==> config.mk <==
export PLATFORM = sky130hd
export DESIGN_NAME = cam_subarray_seq_flat
export DESIGN_NICKNAME = d
export VERILOG_FILES = /design/src/rtl/cam_pkg.sv /design/src/rtl/cam_subarray_seq_if.sv /design/src/rtl/cam_seq_addr_gen.sv /design/src/rtl/cam_subarray_seq.sv /design/src/flat_wrapper.sv
export SDC_FILE = /design/constraint.sdc
export NUM_CORES = 1
export LEC_CHECK = 0
export ABC_CLOCK_PERIOD_IN_PS = 4300
export CORE_ASPECT_RATIO = 1.5
export CORE_MARGIN = 2
export CORE_UTILIZATION = 49
export CTS_CLUSTER_DIAMETER = 100
export DETAILED_ROUTE_END_ITERATION = 10
export PLACE_DENSITY_LB_ADDON = 0.1
export SLEW_MARGIN = 10
export SYNTH_ARGS = -nofsm -noshare
export SYNTH_HDL_FRONTEND = slang
export SYNTH_SLANG_ARGS = --single-unit
==> constraint.sdc <==
create_clock -name CLK -period 4.3 [get_ports CLK]
set_input_delay 0.86 -clock CLK [delete_from_list [all_inputs] [get_ports CLK]]
set_output_delay 0.86 -clock CLK [all_outputs]
set_load 0.005 [all_outputs]
==> src/rtl/cam_pkg.sv <==
// Shared types and constants for the CAM subarray command sequencer.
package cam_pkg;

    localparam int unsigned DATA_W   = 32;
    localparam int unsigned LEN_W    = 5;
    localparam int unsigned CMP_ROWS = 32;
    localparam int unsigned PPG_ROWS = 8;
    localparam int unsigned CMP_AW   = $clog2(CMP_ROWS);
    localparam int unsigned PPG_AW   = $clog2(PPG_ROWS);

    localparam logic [1:0] OP_WRITE    = 2'd0;
    localparam logic [1:0] OP_SEARCH   = 2'd1;
    localparam logic [1:0] OP_SRCH_UPD = 2'd2;
    localparam logic [1:0] OP_MASK_UPD = 2'd3;

    localparam logic [2:0] MODE_WRITE = 3'b000;
    localparam logic [2:0] MODE_UPD   = 3'b001;
    localparam logic [2:0] MODE_CMP1  = 3'b010;
    localparam logic [2:0] MODE_PPG1  = 3'b011;
    localparam logic [2:0] MODE_CMP2  = 3'b100;
    localparam logic [2:0] MODE_PPG2  = 3'b101;
    localparam logic [2:0] MODE_MIX   = 3'b110;

    typedef enum logic [2:0] {
        ST_IDLE, ST_WR, ST_CMP, ST_CAP, ST_UPD, ST_RSP
    } state_e;

    typedef struct packed {
        logic [1:0]          op;
        logic [2:0]          search_mode;
        logic [2*CMP_AW-1:0] cmp_addr;
        logic [2*PPG_AW-1:0] ppg_addr;
        logic [1:0]          cmp_data;
        logic [1:0]          ppg_data;
        logic                addr_sel;
        logic [CMP_AW-1:0]   dst_row;
        logic [DATA_W-1:0]   wdata;
        logic                upd_val;
        logic [LEN_W-1:0]    len;
    } cmd_t;

    typedef struct packed {
        logic                ce;
        logic [2:0]          mode;
        logic [DATA_W-1:0]   data_in;
        logic                update_signal;
        logic [2*CMP_AW-1:0] cmp_addr;
        logic [2*PPG_AW-1:0] ppg_addr;
        logic [1:0]          cmp_data;
        logic [1:0]          ppg_data;
        logic [DATA_W-1:0]   tag_in;
        logic                addr_select;
    } cam_pins_t;

    function automatic logic mode_legal(input logic [2:0] mode);
        return (mode >= MODE_CMP1) && (mode <= MODE_MIX);
    endfunction

endpackage

==> src/rtl/cam_subarray_seq_if.sv <==
// Command and response handshake bundle between scheduler and sequencer.
interface cam_subarray_seq_if;
    import cam_pkg::*;

    logic                cmd_valid;
    logic                cmd_ready;
    logic [1:0]          cmd_op;
    logic [2:0]          cmd_search_mode;
    logic [2*CMP_AW-1:0] cmd_cmp_addr;
    logic [2*PPG_AW-1:0] cmd_ppg_addr;
    logic [1:0]          cmd_cmp_data;
    logic [1:0]          cmd_ppg_data;
    logic                cmd_addr_sel;
    logic [CMP_AW-1:0]   cmd_dst_row;
    logic [DATA_W-1:0]   cmd_wdata;
    logic                cmd_upd_val;
    logic [LEN_W-1:0]    cmd_len;

    logic                rsp_valid;
    logic                rsp_ready;
    logic [DATA_W-1:0]   rsp_tag;
    logic                rsp_err;

    modport master (
        output cmd_valid, cmd_op, cmd_search_mode, cmd_cmp_addr, cmd_ppg_addr,
               cmd_cmp_data, cmd_ppg_data, cmd_addr_sel, cmd_dst_row, cmd_wdata,
               cmd_upd_val, cmd_len, rsp_ready,
        input  cmd_ready, rsp_valid, rsp_tag, rsp_err
    );

    modport slave (
        input  cmd_valid, cmd_op, cmd_search_mode, cmd_cmp_addr, cmd_ppg_addr,
               cmd_cmp_data, cmd_ppg_data, cmd_addr_sel, cmd_dst_row, cmd_wdata,
               cmd_upd_val, cmd_len, rsp_ready,
        output cmd_ready, rsp_valid, rsp_tag, rsp_err
    );

endinterface

==> src/rtl/cam_seq_addr_gen.sv <==
// Per-iteration row addresses: sweep compare pairs and the write/update target.
module cam_seq_addr_gen
    import cam_pkg::*;
(
    input  cmd_t                cmd_i,
    input  logic [LEN_W-1:0]    iter_i,
    output logic [2*CMP_AW-1:0] cmp_addr_o,
    output logic [2*PPG_AW-1:0] ppg_addr_o,
    output logic [2*CMP_AW-1:0] tgt_cmp_addr_o,
    output logic [2*PPG_AW-1:0] tgt_ppg_addr_o
);

    logic [CMP_AW-1:0] cmp_step;
    logic [PPG_AW-1:0] ppg_step;

    assign cmp_step = CMP_AW'(iter_i);
    assign ppg_step = PPG_AW'(iter_i);

    // Each half of a row pair advances independently and wraps within its region.
    assign cmp_addr_o = {CMP_AW'(cmd_i.cmp_addr[2*CMP_AW-1:CMP_AW] + cmp_step),
                         CMP_AW'(cmd_i.cmp_addr[CMP_AW-1:0] + cmp_step)};
    assign ppg_addr_o = {PPG_AW'(cmd_i.ppg_addr[2*PPG_AW-1:PPG_AW] + ppg_step),
                         PPG_AW'(cmd_i.ppg_addr[PPG_AW-1:0] + ppg_step)};

    always_comb begin
        tgt_cmp_addr_o = '0;
        tgt_ppg_addr_o = '0;
        if (cmd_i.addr_sel) begin
            tgt_ppg_addr_o[PPG_AW-1:0] = PPG_AW'(cmd_i.dst_row[PPG_AW-1:0] + ppg_step);
        end else begin
            tgt_cmp_addr_o[CMP_AW-1:0] = CMP_AW'(cmd_i.dst_row + cmp_step);
        end
    end

endmodule

==> src/rtl/cam_subarray_seq.sv <==
// Sequencer driving one CAM subarray: writes, masked updates and search/update sweeps.
module cam_subarray_seq
    import cam_pkg::*;
(
    input  logic                CLK,
    input  logic                RST,
    cam_subarray_seq_if.slave   bus,
    output logic                cam_ce,
    output logic [2:0]          cam_mode,
    output logic [DATA_W-1:0]   cam_data_in,
    output logic                cam_update_signal,
    output logic [2*CMP_AW-1:0] cam_cmp_addr,
    output logic [2*PPG_AW-1:0] cam_ppg_addr,
    output logic [1:0]          cam_cmp_data,
    output logic [1:0]          cam_ppg_data,
    output logic [DATA_W-1:0]   cam_tag_in,
    output logic                cam_addr_select,
    input  logic [DATA_W-1:0]   cam_tag_out
);

    state_e            state_q, state_d;
    cmd_t              cmd_q, cmd_d, cmd_in;
    logic [LEN_W-1:0]  iter_q, iter_d;
    logic [DATA_W-1:0] acc_q, acc_d;
    logic              rsp_valid_q, rsp_valid_d;
    logic [DATA_W-1:0] rsp_tag_q, rsp_tag_d;
    logic              rsp_err_q, rsp_err_d;
    cam_pins_t         pins_q, pins_d;
    logic              accept;

    logic [2*CMP_AW-1:0] sweep_cmp_addr, tgt_cmp_addr;
    logic [2*PPG_AW-1:0] sweep_ppg_addr, tgt_ppg_addr;

    assign bus.cmd_ready = (state_q == ST_IDLE) && !RST;
    assign accept        = bus.cmd_valid && bus.cmd_ready;

    assign cmd_in = '{op: bus.cmd_op, search_mode: bus.cmd_search_mode,
                      cmp_addr: bus.cmd_cmp_addr, ppg_addr: bus.cmd_ppg_addr,
                      cmp_data: bus.cmd_cmp_data, ppg_data: bus.cmd_ppg_data,
                      addr_sel: bus.cmd_addr_sel, dst_row: bus.cmd_dst_row,
                      wdata: bus.cmd_wdata, upd_val: bus.cmd_upd_val, len: bus.cmd_len};

    // Addresses follow the next state so the pin registers line up with state_q.
    cam_seq_addr_gen u_addr_gen (
        .cmd_i          (cmd_d),
        .iter_i         (iter_d),
        .cmp_addr_o     (sweep_cmp_addr),
        .ppg_addr_o     (sweep_ppg_addr),
        .tgt_cmp_addr_o (tgt_cmp_addr),
        .tgt_ppg_addr_o (tgt_ppg_addr)
    );

    always_ff @(posedge CLK) begin
        if (RST) begin
            state_q     <= ST_IDLE;
            cmd_q       <= '0;
            iter_q      <= '0;
            acc_q       <= '0;
            rsp_valid_q <= 1'b0;
            rsp_tag_q   <= '0;
            rsp_err_q   <= 1'b0;
            pins_q      <= '0;
        end else begin
            state_q     <= state_d;
            cmd_q       <= cmd_d;
            iter_q      <= iter_d;
            acc_q       <= acc_d;
            rsp_valid_q <= rsp_valid_d;
            rsp_tag_q   <= rsp_tag_d;
            rsp_err_q   <= rsp_err_d;
            pins_q      <= pins_d;
        end
    end

    always_comb begin
        state_d     = state_q;
        cmd_d       = cmd_q;
        iter_d      = iter_q;
        acc_d       = acc_q;
        rsp_valid_d = rsp_valid_q;
        rsp_tag_d   = rsp_tag_q;
        rsp_err_d   = rsp_err_q;
        case (state_q)
            ST_IDLE: if (accept) begin
                cmd_d  = cmd_in;
                iter_d = '0;
                acc_d  = '0;
                case (cmd_in.op)
                    OP_WRITE:    state_d = ST_WR;
                    OP_MASK_UPD: state_d = ST_UPD;
                    default: begin
                        if (mode_legal(cmd_in.search_mode)) begin
                            state_d = ST_CMP;
                        end else begin
                            state_d     = ST_RSP;
                            rsp_valid_d = 1'b1;
                            rsp_err_d   = 1'b1;
                            rsp_tag_d   = '0;
                        end
                    end
                endcase
            end
            ST_WR: begin
                state_d     = ST_RSP;
                rsp_valid_d = 1'b1;
                rsp_err_d   = 1'b0;
                rsp_tag_d   = '0;
            end
            ST_CMP: state_d = ST_CAP;
            ST_CAP: begin
                acc_d = acc_q | cam_tag_out;
                if (cmd_q.op == OP_SEARCH) begin
                    state_d     = ST_RSP;
                    rsp_valid_d = 1'b1;
                    rsp_err_d   = 1'b0;
                    rsp_tag_d   = acc_q | cam_tag_out;
                end else begin
                    state_d = ST_UPD;
                end
            end
            ST_UPD: begin
                if (cmd_q.op == OP_SRCH_UPD && iter_q != cmd_q.len) begin
                    iter_d  = iter_q + LEN_W'(1);
                    state_d = ST_CMP;
                end else begin
                    state_d     = ST_RSP;
                    rsp_valid_d = 1'b1;
                    rsp_err_d   = 1'b0;
                    rsp_tag_d   = (cmd_q.op == OP_SRCH_UPD) ? acc_q : '0;
                end
            end
            ST_RSP: if (bus.rsp_ready) begin
                state_d     = ST_IDLE;
                rsp_valid_d = 1'b0;
                rsp_err_d   = 1'b0;
                rsp_tag_d   = '0;
                acc_d       = '0;
                iter_d      = '0;
            end
            default: state_d = ST_IDLE;
        endcase
    end

    // Pin image for the coming cycle; CAP/RSP/IDLE leave ce low so tag_out holds.
    always_comb begin
        pins_d = '0;
        case (state_d)
            ST_WR: begin
                pins_d.ce          = 1'b1;
                pins_d.mode        = MODE_WRITE;
                pins_d.data_in     = cmd_d.wdata;
                pins_d.addr_select = cmd_d.addr_sel;
                pins_d.cmp_addr    = tgt_cmp_addr;
                pins_d.ppg_addr    = tgt_ppg_addr;
            end
            ST_CMP: begin
                pins_d.ce       = 1'b1;
                pins_d.mode     = cmd_d.search_mode;
                pins_d.cmp_addr = sweep_cmp_addr;
                pins_d.ppg_addr = sweep_ppg_addr;
                pins_d.cmp_data = cmd_d.cmp_data;
                pins_d.ppg_data = cmd_d.ppg_data;
            end
            ST_UPD: begin
                pins_d.ce            = 1'b1;
                pins_d.mode          = MODE_UPD;
                pins_d.tag_in        = (cmd_d.op == OP_MASK_UPD) ? cmd_d.wdata : cam_tag_out;
                pins_d.update_signal = cmd_d.upd_val;
                pins_d.addr_select   = cmd_d.addr_sel;
                pins_d.cmp_addr      = tgt_cmp_addr;
                pins_d.ppg_addr      = tgt_ppg_addr;
            end
            default: ;
        endcase
    end

    assign bus.rsp_valid     = rsp_valid_q;
    assign bus.rsp_tag       = rsp_tag_q;
    assign bus.rsp_err       = rsp_err_q;
    assign cam_ce            = pins_q.ce;
    assign cam_mode          = pins_q.mode;
    assign cam_data_in       = pins_q.data_in;
    assign cam_update_signal = pins_q.update_signal;
    assign cam_cmp_addr      = pins_q.cmp_addr;
    assign cam_ppg_addr      = pins_q.ppg_addr;
    assign cam_cmp_data      = pins_q.cmp_data;
    assign cam_ppg_data      = pins_q.ppg_data;
    assign cam_tag_in        = pins_q.tag_in;
    assign cam_addr_select   = pins_q.addr_select;

endmodule

==> src/flat_wrapper.sv <==
// flat-port wrapper written by rule: the top's interface ports become plain ports
module cam_subarray_seq_flat import cam_pkg::*;
  (CLK, RST, cam_ce, cam_mode, cam_data_in, cam_update_signal, cam_cmp_addr, cam_ppg_addr, cam_cmp_data, cam_ppg_data, cam_tag_in, cam_addr_select, cam_tag_out, bus_cmd_valid, bus_cmd_op, bus_cmd_search_mode, bus_cmd_cmp_addr, bus_cmd_ppg_addr, bus_cmd_cmp_data, bus_cmd_ppg_data, bus_cmd_addr_sel, bus_cmd_dst_row, bus_cmd_wdata, bus_cmd_upd_val, bus_cmd_len, bus_rsp_ready, bus_cmd_ready, bus_rsp_valid, bus_rsp_tag, bus_rsp_err);
  cam_subarray_seq_if bus_i ();
  input  logic CLK;
  input  logic RST;
  output logic cam_ce;
  output logic [2:0] cam_mode;
  output logic [DATA_W-1:0] cam_data_in;
  output logic cam_update_signal;
  output logic [2*CMP_AW-1:0] cam_cmp_addr;
  output logic [2*PPG_AW-1:0] cam_ppg_addr;
  output logic [1:0] cam_cmp_data;
  output logic [1:0] cam_ppg_data;
  output logic [DATA_W-1:0] cam_tag_in;
  output logic cam_addr_select;
  input  logic [DATA_W-1:0] cam_tag_out;
  input wire logic [$bits(bus_i.cmd_valid)-1:0] bus_cmd_valid;
  input wire logic [$bits(bus_i.cmd_op)-1:0] bus_cmd_op;
  input wire logic [$bits(bus_i.cmd_search_mode)-1:0] bus_cmd_search_mode;
  input wire logic [$bits(bus_i.cmd_cmp_addr)-1:0] bus_cmd_cmp_addr;
  input wire logic [$bits(bus_i.cmd_ppg_addr)-1:0] bus_cmd_ppg_addr;
  input wire logic [$bits(bus_i.cmd_cmp_data)-1:0] bus_cmd_cmp_data;
  input wire logic [$bits(bus_i.cmd_ppg_data)-1:0] bus_cmd_ppg_data;
  input wire logic [$bits(bus_i.cmd_addr_sel)-1:0] bus_cmd_addr_sel;
  input wire logic [$bits(bus_i.cmd_dst_row)-1:0] bus_cmd_dst_row;
  input wire logic [$bits(bus_i.cmd_wdata)-1:0] bus_cmd_wdata;
  input wire logic [$bits(bus_i.cmd_upd_val)-1:0] bus_cmd_upd_val;
  input wire logic [$bits(bus_i.cmd_len)-1:0] bus_cmd_len;
  input wire logic [$bits(bus_i.rsp_ready)-1:0] bus_rsp_ready;
  output wire logic [$bits(bus_i.cmd_ready)-1:0] bus_cmd_ready;
  output wire logic [$bits(bus_i.rsp_valid)-1:0] bus_rsp_valid;
  output wire logic [$bits(bus_i.rsp_tag)-1:0] bus_rsp_tag;
  output wire logic [$bits(bus_i.rsp_err)-1:0] bus_rsp_err;
  assign bus_i.cmd_valid = bus_cmd_valid;
  assign bus_i.cmd_op = bus_cmd_op;
  assign bus_i.cmd_search_mode = bus_cmd_search_mode;
  assign bus_i.cmd_cmp_addr = bus_cmd_cmp_addr;
  assign bus_i.cmd_ppg_addr = bus_cmd_ppg_addr;
  assign bus_i.cmd_cmp_data = bus_cmd_cmp_data;
  assign bus_i.cmd_ppg_data = bus_cmd_ppg_data;
  assign bus_i.cmd_addr_sel = bus_cmd_addr_sel;
  assign bus_i.cmd_dst_row = bus_cmd_dst_row;
  assign bus_i.cmd_wdata = bus_cmd_wdata;
  assign bus_i.cmd_upd_val = bus_cmd_upd_val;
  assign bus_i.cmd_len = bus_cmd_len;
  assign bus_i.rsp_ready = bus_rsp_ready;
  assign bus_cmd_ready = bus_i.cmd_ready;
  assign bus_rsp_valid = bus_i.rsp_valid;
  assign bus_rsp_tag = bus_i.rsp_tag;
  assign bus_rsp_err = bus_i.rsp_err;
  cam_subarray_seq u_core (.CLK(CLK), .RST(RST), .bus(bus_i), .cam_ce(cam_ce), .cam_mode(cam_mode), .cam_data_in(cam_data_in), .cam_update_signal(cam_update_signal), .cam_cmp_addr(cam_cmp_addr), .cam_ppg_addr(cam_ppg_addr), .cam_cmp_data(cam_cmp_data), .cam_ppg_data(cam_ppg_data), .cam_tag_in(cam_tag_in), .cam_addr_select(cam_addr_select), .cam_tag_out(cam_tag_out));
endmodule
### Word level (Yosys, flattened, before mapping)

Index checks and enable logic that the tools add are counted.
Widths: inputs -> output; s select.

* $mul: 0
* div/mod/pow operators: 0
* muxes and demuxes: 38
* bitwise gates (word level): 5
* magnitude comparators: 2
* shift operators: 0
* $add $sub $neg: 7
* equal/unequal tests: 19
* reductions and logical operators: 18

Operators with widths (count)
* $mux 32: 9
* $pmux 32 s5: 1
* $mux 69: 2
* $pmux 32 s3: 1
* $or 32x32->32: 1
* $pmux 16 s2: 1
* $mux 5: 4
* $pmux 3 s6: 1
* $add 5x5->5: 3
* $mux 3: 5
* $pmux 5 s3: 1
* $pmux 4 s3: 1
* $reduce_or 2->1: 6
* $pmux 1 s5: 2
* $add 3x3->3: 3
* $eq 3x2->1 const B: 3
* $eq 3x3->1 const B: 3
* $mux 1: 9
* $ne 2x2->1 const B: 4
* $reduce_and 7->1: 1
* $eq 2x2->1 const B: 3
* $eq 3x1->1 const B: 2
* $pmux 3 s2: 1
* $add 5x1->5 const B: 1
* other kinds (14): 21

* bits in writable memories: 0
* word-level logic and storage cells: 116
* output and inout bits: 125
* memory bits (read-only): 0
* memories kept: 0
* latch bits: 0
* bits of input ports: 105
* bits in registers: 233

### Logic depth before layout (Yosys ltp)

* word-level depth: 10
* mapped depth: 18
* mapped depth without buffers: 15

### Modules after synthesis

A second synthesis with hierarchy kept.

* cells, all modules: 970
* area total of the unflattened synthesis: 9374.0 sq um

Modules (own cells, without submodules)
* cam_subarray_seq: sequential area each 4664.5 sq um, area each 8708.4 sq um, times used 1, cells each 888
* cam_seq_addr_gen: sequential area each 0.0 sq um, area each 665.6 sq um, times used 1, cells each 82

### Worst setup path after synthesis

Ideal clock, no wire load.

* path kind: input to register
* start: in bus_cmd_valid
* end: reg u_core.pins_q (netlist bit u_core.cam_cmp_addr[4])
* setup time: 0.131 ns
* buffers on the path: 4
* path slack: 0.821 ns
* required time: 4.169 ns
* arrival: 3.347 ns
* cell stages on the path: 18
* path through: nor2b_1 > and2_1 > buf_2 > buf_2 > buf_2 > buf_2 > nand2_1 > nand2_1 > ha_1 > inv_1 > fa_1 > inv_1 > a21o_1 > a21oi_1 > xnor2_1 > xnor2_1 > a22oi_1 > nor2_1

RTL lines
* from (decl): RTL line flat_wrapper.sv:18 `input wire logic [$bits(bus_i.cmd_valid)-1:0] bus_cmd_valid;`
* to (signal assigned): RTL line cam_subarray_seq.sv:71 `pins_q <= pins_d;`
* to (decl): RTL line cam_subarray_seq.sv:28 `cam_pins_t pins_q, pins_d;`

### Final worst setup path

* start: reg u_core.state_q[0]
* end: reg u_core.pins_q (netlist bit u_core.cam_cmp_addr[9])

* elaborated cells on any way between the ends: 21
* those cells by class: add/sub (1); eq/ne (8); mux (8); reduce/logical (4)

RTL lines
* from (decl): RTL line cam_subarray_seq.sv:21 `state_e state_q, state_d;`
* from (signal assigned): RTL line cam_subarray_seq.sv:64 `state_q <= state_d;`
* $logic_not 3->1: RTL line cam_subarray_seq.sv:34, cam_subarray_seq.sv:83
* $logic_and 1x1->1: RTL line cam_subarray_seq.sv:34 `assign bus.cmd_ready = (state_q == ST_IDLE) && !RST;`
* $logic_and 1x1->1: RTL line cam_subarray_seq.sv:35 `assign accept = bus.cmd_valid && bus.cmd_ready;`
* $mux 5: RTL line cam_subarray_seq.sv:84 `ST_IDLE: if (accept) begin`
* $pmux 5 s3 *: RTL line cam_subarray_seq.sv:83 `case (state_q)`
* net u_core.iter_d[0]: RTL line cam_subarray_seq.sv:23 `logic [LEN_W-1:0] iter_q, iter_d;`
* $add 5x5->5 *: RTL line cam_seq_addr_gen.sv:20 `assign cmp_addr_o = {CMP_AW'(cmd_i.cmp_addr[2*CMP_AW-1:CMP_AW] + cmp_step),`
* $pmux 16 s2 *: RTL line cam_subarray_seq.sv:147 `case (state_d)`

Mark *: on every way through the listed nets, which the timed path passes. The rest lies on a longest branch.
A chain may end at the register's enable or synchronous reset.

==> results.sh <==
export IMPL_drc=0
export IMPL_regArea_mm2=0.00466
export IMPL_power_density_mw_per_mm2=507
export IMPL_start_kind="flip-flop"
export IMPL_status="finished, final reports clean"
export IMPL_critPathMaxFanout=14
export IMPL_cts_hold_buf=0
export IMPL_syn_inst=970
export IMPL_numCtsBuffers=22
export IMPL_cts_root_buffer="clkbuf_16"
export IMPL_die_h_um=168
export IMPL_ys_types=52
export IMPL_overflow=0
export IMPL_dpl_hpwl_um=16600
export IMPL_slew_headroom=0.244
export IMPL_diodes=0
export IMPL_synth_largest_area_cell="dfxtp_1"
export IMPL_num_vias=7528
export IMPL_grt_pass1_vias=7160
export IMPL_place_gp_congestion=0.915
export IMPL_grt_usage=0.243
export IMPL_ios=230
export IMPL_syn_cell_area_mm2=0.00881
export IMPL_cp_end_kind="flip-flop"
export IMPL_grt_pass1_wl_um=37100
export IMPL_core_mm2=0.0178
export IMPL_post_route_period_util=0.812
export IMPL_ant_nets=0
export IMPL_rsz0062_at_grt="false"
export IMPL_maxCapViolCount=0
export IMPL_fmax_mhz=286
export IMPL_final_hold_viol_count=0
export IMPL_dieWidth_um=113
export IMPL_yosysTopAreaCellShare=0.529
export IMPL_ys_warn_count=0
export IMPL_syn_nets=1097
export IMPL_crit_type="flip-flop to flip-flop"
export IMPL_total_power_w=0.00612
export IMPL_final_cells=1413
export IMPL_grt_max_degree=89
export IMPL_drv_slew=0
export IMPL_peakVddDrop_uv=394
export IMPL_setup_tns_ns=0
export IMPL_grt_antenna_before_repair=0
export IMPL_cts_tree="yes"
export IMPL_final_area_mm2=0.0121
export IMPL_htreeDepth=1
export IMPL_numPortBuffers=229
export IMPL_cts_resized=0
export IMPL_routed_wl_um=23800
export IMPL_cts_sinks=233
export IMPL_final_common_cell="dfxtp_1"
export IMPL_drive_gt1_frac=0.0644
export IMPL_hold_ws_ns=0.464
export IMPL_avgSynthCellArea_um2=9.08
export IMPL_required_ns=4.65
export IMPL_tightest_slew_ns=1.13
export IMPL_leakagePower_nw=4.68
export IMPL_cts_buffer_depth=3
export IMPL_ys_seq_area_frac=0.529
export IMPL_drtIter0Drc=462
export IMPL_synth_seq_cells=233
export IMPL_fin_crit_ns=3.49
export IMPL_hp_class="flip-flop to flip-flop"
export IMPL_path_clk_slew_ns=0.06
export IMPL_fp_row_count=60
export IMPL_finClkSkew_ns=0.00721
export IMPL_wl_per_cell_um=16.8
export IMPL_final_fill_count=1435
export IMPL_clk_latency_ns=0.50
export IMPL_most_common_layout_cells="dfxtp_1 (233), clkdlybuf4s50_1 (228), nor2_1 (197), a21oi_1 (133), nand2_1 (75)"
export IMPL_setup_violations=0
export IMPL_nNetsFinal=1308
export IMPL_ys_top_cells_by_area="dfxtp_1 (53%), nor2_1 (8.4%), a21oi_1 (7.7%)"
export IMPL_viasPerCell=5.33
export IMPL_area_delta_synth_final_pct=37.1
export IMPL_placedCellCount=1374
export IMPL_dpl_cell_area_mm2=0.0113
export IMPL_drtPass1Iterations=5
export IMPL_die_area_mm2=0.0191
export IMPL_multiInputGateArea_mm2=0.00385
export IMPL_worstPathArrival_ns=3.84
export IMPL_floorplan_initialDensity=0.495
export IMPL_post_cts_buffers=0
path summary, 6_finish.rpt:
check / endpoint / depth (start not counted) / slack [ns] / startpoint
worst max register to register: u_core.cam_cmp_addr[9]$_SDFF_PP0_ / 12 / 0.81 / u_core.state_q[0]$_SDFF_PP0_
worst min register to register: u_core.cmd_q[41]$_SDFF_PP0_ / 2 / 0.46 / u_core.cmd_q[41]$_SDFF_PP0_
worst max-delay path: u_core.cam_cmp_addr[9]$_SDFF_PP0_ / 12 / 0.81 / u_core.state_q[0]$_SDFF_PP0_
worst min-delay path: u_core.cmd_q[41]$_SDFF_PP0_ / 2 / 0.46 / u_core.cmd_q[41]$_SDFF_PP0_
layout make-up:
class / instances / share of cell area
Clock inverter: 9 / 0.0122
Inverter: 16 / 0.00497
Timing Repair Buffer: 249 / 0.203
Multi-Input combinational cell: 659 / 0.319
Sequential cell: 233 / 0.386
Tap cell: 217 / 0.0225
Clock buffer: 30 / 0.0523
synthesized netlist by cell type, drive strengths merged:
| cell type | number |
|---|---|
| o32ai | 2 |
| a21o | 8 |
| a31oi | 3 |
| a211o | 1 |
| fa | 5 |
| or3b | 1 |
| nor3 | 41 |
| and3 | 2 |
| ha | 17 |
| mux2 | 1 |
| clkbuf | 36 |
| nor2 | 197 |
| a31o | 1 |
| o21a | 1 |
| o2bb2ai | 1 |
| dfxtp | 233 |
| nand2 | 75 |
| o211ai | 2 |
| nand3 | 1 |
| nand2b | 10 |
| xnor2 | 15 |
| nand4 | 2 |
| and2 | 6 |
| inv | 16 |
| nor4b | 1 |
| xor2 | 7 |
| a211oi | 34 |
| nor4 | 3 |
| o22ai | 1 |
| mux2i | 42 |
| a22oi | 8 |
| nor2b | 7 |
| o21ai | 12 |
| a21bo | 1 |
| nor3b | 2 |
| or2 | 2 |
| a32o | 1 |
| a22o | 1 |
| nand3b | 7 |
| buf | 26 |
| a21oi | 136 |
| a2111oi | 2 |
state kept, by name, summed over array words and instances, names as in the netlist:
name / count
u_core.bus.rsp_err: 1
u_core.cam_cmp_data: 2
u_core.cam_mode: 3
u_core.state_q: 3
u_core.bus.rsp_tag: 32
u_core.cam_ppg_addr: 6
u_core.cam_ce: 1
u_core.cam_addr_select: 1
u_core.cam_data_in: 32
u_core.cam_tag_in: 32
u_core.iter_q: 5
u_core.cam_update_signal: 1
u_core.cam_ppg_data: 2
u_core.cam_cmp_addr: 10
u_core.bus.rsp_valid: 1
u_core.acc_q: 32
u_core.cmd_q: 69
through the flow:
step                worst slack (ns)   util
floorplan                      0.821      -
global placement               0.389  0.635
detailed placement             0.330  0.635
CTS                            0.804  0.679
global route                   0.566  0.679
finish                         0.806  0.679
report_power, final:
group          total [W]  switching, W  internal, W  leakage, nW
registers        0.00254      0.000119      0.00242         1.89
logic            0.00150      0.000866     0.000632         2.41
clock network    0.00208      0.000810      0.00127        0.382
total            0.00612       0.00179      0.00432         4.68
kinds of logic after synthesis:
group,synth area share
compound gates,0.150
flops,0.529
mux,0.0490
buf+inv,0.0375
simple gates,0.177
fa+ha+maj,0.0355
xor+xnor,0.0219
worst max-delay path, cell delays in order, from the launching register on:
cell,delay [ns]
dfxtp_1,0.60
inv_1,0.22
mux2i_1,0.16
a32o_1,0.26
or2_2,0.32
mux2_2,0.35
ha_1,0.26
fa_1,0.44
a21o_1,0.17
a21oi_1,0.16
xor2_1,0.19
xnor2_1,0.13
nor3_1,0.06
layer usage:
metal	up-vias	routed length (um)	global-route usage
met5	-	0	0
met4	0	954	0.107
li1	3700	-	-
met1	3520	9500	0.287
met2	247	11800	0.420
met3	61	1540	0.0526
No activity file was read; power rests on OpenSTA's default activity.
==> edit: new RTL, config.mk and constraints unchanged <==
`rsp_tag_q` no longer has a reset.
--- a/src/rtl/cam_subarray_seq.sv
+++ b/src/rtl/cam_subarray_seq.sv
@@ -57,7 +57,6 @@
             iter_q      <= '0;
             acc_q       <= '0;
             rsp_valid_q <= 1'b0;
-            rsp_tag_q   <= '0;
             rsp_err_q   <= 1'b0;
             pins_q      <= '0;
         end else begin
@@ -66,10 +65,13 @@
             iter_q      <= iter_d;
             acc_q       <= acc_d;
             rsp_valid_q <= rsp_valid_d;
-            rsp_tag_q   <= rsp_tag_d;
             rsp_err_q   <= rsp_err_d;
             pins_q      <= pins_d;
         end
+    end
+
+    always_ff @(posedge CLK) begin
+        rsp_tag_q <= rsp_tag_d;
     end
 
     always_comb begin
Function: differs if RST is asserted again (counterexample within 4 cycles, from zero or initial values and one cycle with RST high); with RST held inactive, the same outputs for 4 cycles.
==> edit against the original RTL <==
- wire length fell by 4.0%
- final area fell by 0.98%
- clock power fell by 3%
- first-iteration DRC count fell by 2.8%
- die area fell by 1.9%
- worst setup slack got worse by 0.12 ns
- power rose by 8.6%
- non-clock buffer count rose by 2
- sequential share of layout area rose by 3.1 points
- synthesized cell count fell by 8.5%
- sequential cell count did not move
- area after synthesis fell by 2.0%
- largest power group unchanged
==> edit: results (changes against the original RTL) <==
drt:
  routed-wl-met2_mm: 11.75  # -0.13%
  first_pass_iters: 6  # +1
  first_iter_violations: 449  # -2.8%
  drt-total-wl_mm: 22.81  # -4.0%
  viasPerCell: 5.160  # -3.2%
setup_path:
  r2r_slack_ns: 0.86  # +0.05 ns
  reg2regPathDepth: 9  # -3
  critPathSlowestCell: "clkdlybuf4s50_1"
  slowest_delay_ns: 0.47  # -0.13 ns
  critPathTopFamily: "compound AO/OA/AOI/OAI gates"
synth:
  seq_area_frac_synth: 0.5773  # +0.04784
  synthTopCellsByArea: "dfxtp_1 47%, edfxtp_1 11%, nor2_1 8.5%"
  synth.distinct_cells: 48  # -7.7%
global_route:
  grt_pass1_wl_mm: 35.67  # -3.9%
  grt_max_degree: 91  # +2.2%
  antenna_found_initial: 1  # +1
  grt_pass1_vias: 6764  # -5.5%
  use_met1: 0.2786  # -0.008758
cells_and_area:
  multi_input_cells: 589  # -11%
  clkCellAreaFrac: 0.06373  # -0.0008237
  antenna_cells: 1  # +1
  num-nonclk-buffers: 251  # +0.80%
timing:
  finClkSkew_ns: 0.01584  # +0.008631 ns
  worstMarginPinSlew_ns: 1.084  # -0.05004 ns
power:
  ir_worst_vdd_v: 0.0005118  # +30%
  internal-power_uw: 4711  # +9.0%
  leakagePower_uw: 0.004597  # -1.9%
  p_comb_frac: 0.283  # +0.038
status:
  status: "complete, no violations"
place:
  dp_hpwl_mm: 16.58  # -0.35%
edit: changes by cell type after synthesis, sizes merged, moves of 7 or more:
cell / delta
edfxtp: +32
buf: -17
o21ai: +11
nand2b: +8
dfxtp: -32
nand3: +8
a21oi: -58
clkbuf: +7
nor3: -40
nor2b: +15
a22oi: -7
edit: how the worst max path moves through the flow:
stage | start | endpoint | slack, ns | cells after the start
after global placement | bus_cmd_valid | u_core.cam_cmp_addr[4]$_SDFF_PP0_ | 0.26 | 13
final | bus_cmd_valid | u_core.cam_cmp_addr[4]$_SDFF_PP0_ | 0.69 | 13
after global routing | bus_cmd_valid | u_core.cam_cmp_addr[4]$_SDFF_PP0_ | 0.50 | 12
after floorplan | RST | u_core.cam_cmp_addr[4]$_SDFF_PP0_ | 0.41 | 12
after CTS | bus_cmd_valid | u_core.cam_cmp_addr[4]$_SDFF_PP0_ | 0.70 | 13
after detailed placement | bus_cmd_valid | u_core.cam_cmp_addr[4]$_SDFF_PP0_ | 0.21 | 13
edit: cells by family after synthesis:
kind of cell,Yosys count,share of synthesized area
flops,233,0.5773
simple gates,343,0.1729
mux,40,0.04637
fa+ha+maj,22,0.03623
compound gates,162,0.1149
buf+inv,66,0.02999
xor+xnor,22,0.02232
edit: stage by stage:
step | instances | area (um^2) | hold slack [ns] | total power (uW) | utilization
after CTS | 1340 | 11950 | 0.4715 | 6699 | 0.6920
after floorplan | 888 | 8635 | 0.4375 | 3749 | -
final | 1341 | 11960 | 0.4676 | 6645 | 0.6922
after detailed placement | 1300 | 11190 | 0.4557 | 4701 | 0.6479
after global routing | 1341 | 11960 | 0.4943 | 6988 | 0.6922
after global placement | 1300 | 11190 | 0.4474 | 4675 | 0.6479
